--- src/rtl/parking_management_system.sv ---
// Two-class car park occupancy controller.
// Tracks uni/general counts and a cycle-counted time-of-day schedule.
module parking_management_system #(
  parameter int TOTAL_SPACES    = 700,
  parameter int BASE_FREE       = 200,
  parameter int STEP_FREE       = 50,
  parameter int EVENING_FREE    = 500,
  parameter int START_HOUR      = 8,
  parameter int CYCLES_PER_HOUR = 100000
) (
  input  logic       clk,
  input  logic       reset,
  input  logic       car_entered,
  input  logic       is_uni_car_entered,
  input  logic       car_exited,
  input  logic       is_uni_car_exited,
  output logic [9:0] uni_parked_car,
  output logic [9:0] parked_car,
  output logic [9:0] uni_vacated_space,
  output logic [9:0] vacated_space,
  output logic       uni_is_vacated_space,
  output logic       is_vacated_space
);

  localparam int CW = (CYCLES_PER_HOUR > 1) ? $clog2(CYCLES_PER_HOUR) : 1;
  localparam logic [CW-1:0] LP_CYC_LAST = CW'(CYCLES_PER_HOUR - 1);
  localparam logic [4:0] LP_START = 5'(START_HOUR);
  localparam logic [9:0] LP_TOTAL = 10'(TOTAL_SPACES);
  localparam logic [9:0] LP_CAP0  = 10'(BASE_FREE);
  localparam logic [9:0] LP_CAP1  = 10'(BASE_FREE + STEP_FREE);
  localparam logic [9:0] LP_CAP2  = 10'(BASE_FREE + 2 * STEP_FREE);
  localparam logic [9:0] LP_CAP3  = 10'(BASE_FREE + 3 * STEP_FREE);
  localparam logic [9:0] LP_CAPE  = 10'(EVENING_FREE);

  logic [CW-1:0] r_cycle;
  logic [4:0]    r_hour;
  logic [9:0]    r_uni;
  logic [9:0]    r_gen;

  logic [9:0] w_gen_cap;
  logic [9:0] w_uni_cap;
  logic [9:0] w_uni_vac;
  logic [9:0] w_gen_vac;
  logic       w_uni_inc;
  logic       w_uni_dec;
  logic       w_gen_inc;
  logic       w_gen_dec;

  // General capacity from the hour-of-day schedule
  always_comb begin
    w_gen_cap = LP_CAPE;
    if (r_hour < 5'd13)       w_gen_cap = LP_CAP0;
    else if (r_hour == 5'd13) w_gen_cap = LP_CAP1;
    else if (r_hour == 5'd14) w_gen_cap = LP_CAP2;
    else if (r_hour == 5'd15) w_gen_cap = LP_CAP3;
  end

  assign w_uni_cap = LP_TOTAL - w_gen_cap;

  // Free space per class, clamped at zero when capacity shrinks under the count
  always_comb begin
    w_uni_vac = (w_uni_cap > r_uni) ? (w_uni_cap - r_uni) : 10'd0;
    w_gen_vac = (w_gen_cap > r_gen) ? (w_gen_cap - r_gen) : 10'd0;
  end

  // Admission: a same-class exit in this cycle makes room for the entry
  always_comb begin
    w_uni_dec = car_exited & is_uni_car_exited & (r_uni != 10'd0);
    w_gen_dec = car_exited & ~is_uni_car_exited & (r_gen != 10'd0);
    w_uni_inc = car_entered & is_uni_car_entered &
                ((w_uni_vac != 10'd0) | w_uni_dec);
    w_gen_inc = car_entered & ~is_uni_car_entered &
                ((w_gen_vac != 10'd0) | w_gen_dec);
  end

  // Time of day: cycle counter wraps into a saturating hour register
  always_ff @(posedge clk or posedge reset) begin
    if (reset) begin
      r_cycle <= '0;
      r_hour  <= LP_START;
    end else if (r_cycle == LP_CYC_LAST) begin
      r_cycle <= '0;
      if (r_hour != 5'd23) r_hour <= r_hour + 5'd1;
    end else begin
      r_cycle <= r_cycle + CW'(1);
    end
  end

  // Occupancy counters per class
  always_ff @(posedge clk or posedge reset) begin
    if (reset) begin
      r_uni <= '0;
      r_gen <= '0;
    end else begin
      r_uni <= r_uni + {9'd0, w_uni_inc} - {9'd0, w_uni_dec};
      r_gen <= r_gen + {9'd0, w_gen_inc} - {9'd0, w_gen_dec};
    end
  end

  assign uni_parked_car       = r_uni;
  assign parked_car           = r_gen;
  assign uni_vacated_space    = w_uni_vac;
  assign vacated_space        = w_gen_vac;
  assign uni_is_vacated_space = (w_uni_vac != 10'd0);
  assign is_vacated_space     = (w_gen_vac != 10'd0);

endmodule

--- config.mk ---
export PLATFORM = sky130hd
export DESIGN_NAME = parking_management_system
export DESIGN_NICKNAME = d
export VERILOG_FILES = /design/src/rtl/parking_management_system.sv
export SDC_FILE = /design/constraint.sdc
export NUM_CORES = 1
export LEC_CHECK = 0
export ABC_CLOCK_PERIOD_IN_PS = 5500
export BUFFER_PORTS_ARGS = -buffer_cell sky130_fd_sc_hd__buf_2
export CAP_MARGIN = 20
export CORE_UTILIZATION = 40
export DETAILED_ROUTE_END_ITERATION = 10
export HOLD_SLACK_MARGIN = 0.15
export PLACE_DENSITY = 0.64
export RECOVER_POWER = 50
export SETUP_SLACK_MARGIN = 0.02
export SYNTH_ARGS = -nofsm -noshare
export SYNTH_HDL_FRONTEND = slang
export SYNTH_SLANG_ARGS = --single-unit
--- constraint.sdc ---
create_clock -name clk -period 5.5 [get_ports clk]
set_clock_uncertainty 0.15 [all_clocks]
set_input_delay 0 -clock clk [delete_from_list [all_inputs] [get_ports clk]]
set_output_delay 0 -clock clk [all_outputs]
set_load 0.02 [all_outputs]
==> impl_metrics.csv <==
group,metric,value,unit
yosys,synth.top_cell.area_share,27.5,%
detailed_routing,via_per_inst,5.24,
die,die_area,9730,um^2
worst_setup_path,crit_end,"parked_car[8]",
timing,fin_hold_ws,0.188,ns
status,violations,"max-capacitance violations, max-slew violations",
timing,drv_slew,43,
power_and_ir_drop,total_power,2.84,mW
placement,portBuffers,47,
yosys,synth_most_common_cell,"ha_1",
detailed_routing,met1Wirelength,4080,um
worst_setup_path,crit_fanout,4,
power_and_ir_drop,switching_power,1.43,mW
grt,grt.total_usage,17.8,%
timing,fmax,188,MHz
yosys,synth_warnings,0,
power_and_ir_drop,p_per_area,634,nW/um^2
finish,fill_cells,849,
grt,antenna_found_initial,0,
timing,final.setup.tns,0,ns
worst_setup_path,timing.rr.end,"parked_car[8]",
detailed_routing,highest_layer,"met4",
timing,fin_crit_sh,96.5,%
placement,place.gp.congestion,0.855,
worst_setup_path,crit_type,"flop to flop",
finish,antenna_cells,0,
finish,stdcell_count,605,
yosys,ys.flop_type,"dfrtp_1",
cts,numCtsBuffers,5,
detailed_routing,route.met2.wl,3990,um
timing,finalSetupViolations,0,
yosys,synth_edf_count,0,
power_and_ir_drop,peakVddDrop,0.170,mV
worst_setup_path,r2r_slack,0.19,ns
die,die_y,98.6,um
yosys,synth-async-reset-ratio,100,%
grt,overflow,0,
timing,rsz0062_at_grt,"yes",
yosys,ys_ff_latch,42,
die,start_util,42.0,%
cts,cts_tree,"done",
detailed_routing,drt-pass1-iter-count,4,
min_path,holdPathStages,5,
cts,cts_buffer_depth,2,
power_and_ir_drop,p_int,1.41,mW
worst_setup_path,crit_path_start_kind,"flop",
die,dieWidth,98.6,um
grt,grt_pass1_wl,14200,um
power_and_ir_drop,power_leakage,2.17,nW
power_and_ir_drop,p_sw_share,50.5,%
finish,areaGrowthSynthToFinish,19.9,%
yosys,synth_area_per_cell,8.89,um^2
finish,stdcell_area,4480,um^2
yosys,synth_cell_types,63,
yosys,synth_area,3730,um^2
detailed_routing,wl_met3,139,um
detailed_routing,avgRoutedWirePerCell,13.7,um
timing,layout_setup_ws,0.191,ns
yosys,synth_top_cells_by_area,"dfrtp_1 27%, ha_1 17%, xor2_1 5.6%, xnor2_1 5.2%, inv_1 4.8%",
timing,post-route-min-period,5.31,ns
cts,insertion_delay,0.29,ns
die,io_pins,48,
die,rows,34,
cts,clock_sinks,42,
yosys,synth_fp_nets,481,
yosys,seq_area_frac_synth,28.2,%
worst_setup_path,r2r.worst_path.cells,25,
finish,fin_nets,557,
worst_setup_path,worstPathArrival,5.38,ns
grt,grt_max_degree,43,
worst_setup_path,cp.required,5.57,ns
flow_run,drv_cap,1,
timing,max_slew_margin,-51.6,%
worst_setup_path,worstSetupStartpoint,"r_hour[0]",
detailed_routing,drt_wl_total,8300,um
detailed_routing,num_vias,3170,
placement,postPlaceCellArea,4220,um^2
yosys,ys_top_cells_by_count,"51 x ha_1, 48 x inv_1, 47 x nor2_1, 41 x dfrtp_1, 24 x xor2_1",
min_path,hp-class,"input port to flop",
power_and_ir_drop,clockPowerShare,8.4,%
finish,fin_util,50.4,%
placement,hpwlAfterDp,6470,um
yosys,synth_area_leader_cell,"dfrtp_1",
cts,cts_root_buf,"clkbuf_8",
detailed_routing,drt_iter0_markers,104,
detailed_routing,route.detailed.drc,0,
cts,cts.htree.levels,2,
timing,hold_viol,0,
placement,dp.cells,591,
grt,grt_pass1_vias,3117,
detailed_routing,drtAntennaViolNets,0,
finish,drive_above_1_share,19.5,%
power_and_ir_drop,p_seq_share,17.3,%
placement,place_ws,-0.111,ns
cts,clk_pin_slew,0.09,ns
timing,tightest_slew,2.27,ns
worst_setup_path,worstReg2RegStart,"r_hour[0]",
worst_setup_path,cp-end-kind,"flop",
yosys,netlist_instances,420,
power_and_ir_drop,comb_power_share,74.2,%
status,status,"complete, but fails checks",
die,fp.coreArea,8890,um^2
layout make-up:
type	instances	area, um^2	area share [%]
multi-input cells	324	2570	57.5
flip-flops and latches	42	1050	23.5
repair buffers	75	429	9.58
inverters	48	180	4.02
well taps	108	135	3.02
clock buffers	5	68.8	1.54
clock inverters	3	40.0	0.894
kinds of logic (layout without fill, tap and decap cells):
| logic type | Yosys count | count (layout) | share of synthesized area (%) |
|---|---|---|---|
| xor+xnor | 47 | 47 | 11.5 |
| compound gates | 83 | 83 | 15.8 |
| other cells | 1 | 1 | 0.100 |
| flops | 42 | 42 | 28.2 |
| fa+ha+maj | 57 | 57 | 19.8 |
| simple gates | 135 | 135 | 18.2 |
| buf+inv | 54 | 131 | 6.06 |
| mux | 1 | 1 | 0.268 |
timing repair:
action	in CTS	in global routing
setup endpoints to repair	4	8
pin swaps	0	16
hold buffers	4	0
endpoints found under the hold margin	43	0
gates resized for setup	5	24
setup buffers	0	2
how the worst min path moves through the flow:
stage,startpoint,to
2_1_floorplan,reset,parked_car[0]
3_3_place_gp,reset,r_cycle[0]
3_5_place_dp,reset,r_cycle[0]
4_1_cts,car_entered,parked_car[0]
5_1_grt,is_uni_car_exited,parked_car[0]
6_report,is_uni_car_exited,parked_car[0]
critical path, cell delays in order (launching register included):
cell and delay, ns:
dfrtp_1 0.39, ha_2 0.20, and3_2 0.21, ha_1 0.19, a32o_2 0.26, buf_4 0.16
ha_1 0.28, nor2b_1 0.15, o31ai_2 0.33, o2bb2ai_2 0.17, a211oi_1 0.08, nor3_2 0.25
a31oi_2 0.14, o311ai_2 0.33, ha_2 0.32, inv_1 0.06, ha_2 0.17, inv_1 0.05
fa_2 0.34, nand2b_1 0.16, a21oi_2 0.15, o21ai_0 0.10, a21oi_1 0.14, nor2_1 0.10
o221ai_2 0.18, xor2_1 0.16
placed cells by master (no fill, tap or decap), types with 6 or more instances in the layout:
master / count
inv_1: 47
nor2_1: 47
ha_1: 47
dfrtp_1: 41
buf_2: 29
xor2_1: 24
buf_4: 23
xnor2_1: 22
clkbuf_1: 19
a21oi_1: 18
nand2_1: 15
nand3_1: 15
o21ai_0: 13
nand4_1: 9
nand2b_1: 7
nor3_1: 6
routing by layer:
layer / vias up / global-route usage, %
li1: 1621 / -
met1: 1498 / 24.5
met2: 42 / 29.4
met3: 9 / 2.06
met4: 0 / 5.63
met5: - / 0
power groups by stage:
| stage | logic (mW) | registers [mW] | clock network (mW) |
|---|---|---|---|
| final | 2.11 | 0.493 | 0.240 |
| after detailed placement | 1.98 | 0.497 | 0 |
| after CTS | 2.02 | 0.490 | 0.249 |
| after global routing | 2.35 | 0.506 | 0.259 |
| after floorplan | 1.39 | 0.570 | 0 |
| after global placement | 1.96 | 0.493 | 0 |
registers in the layout, summed over array words and instances (netlist names):
register / cells
uni_parked_car: 10
parked_car: 10
r_hour: 5
r_cycle: 17
(Power assumes the default switching activity.)
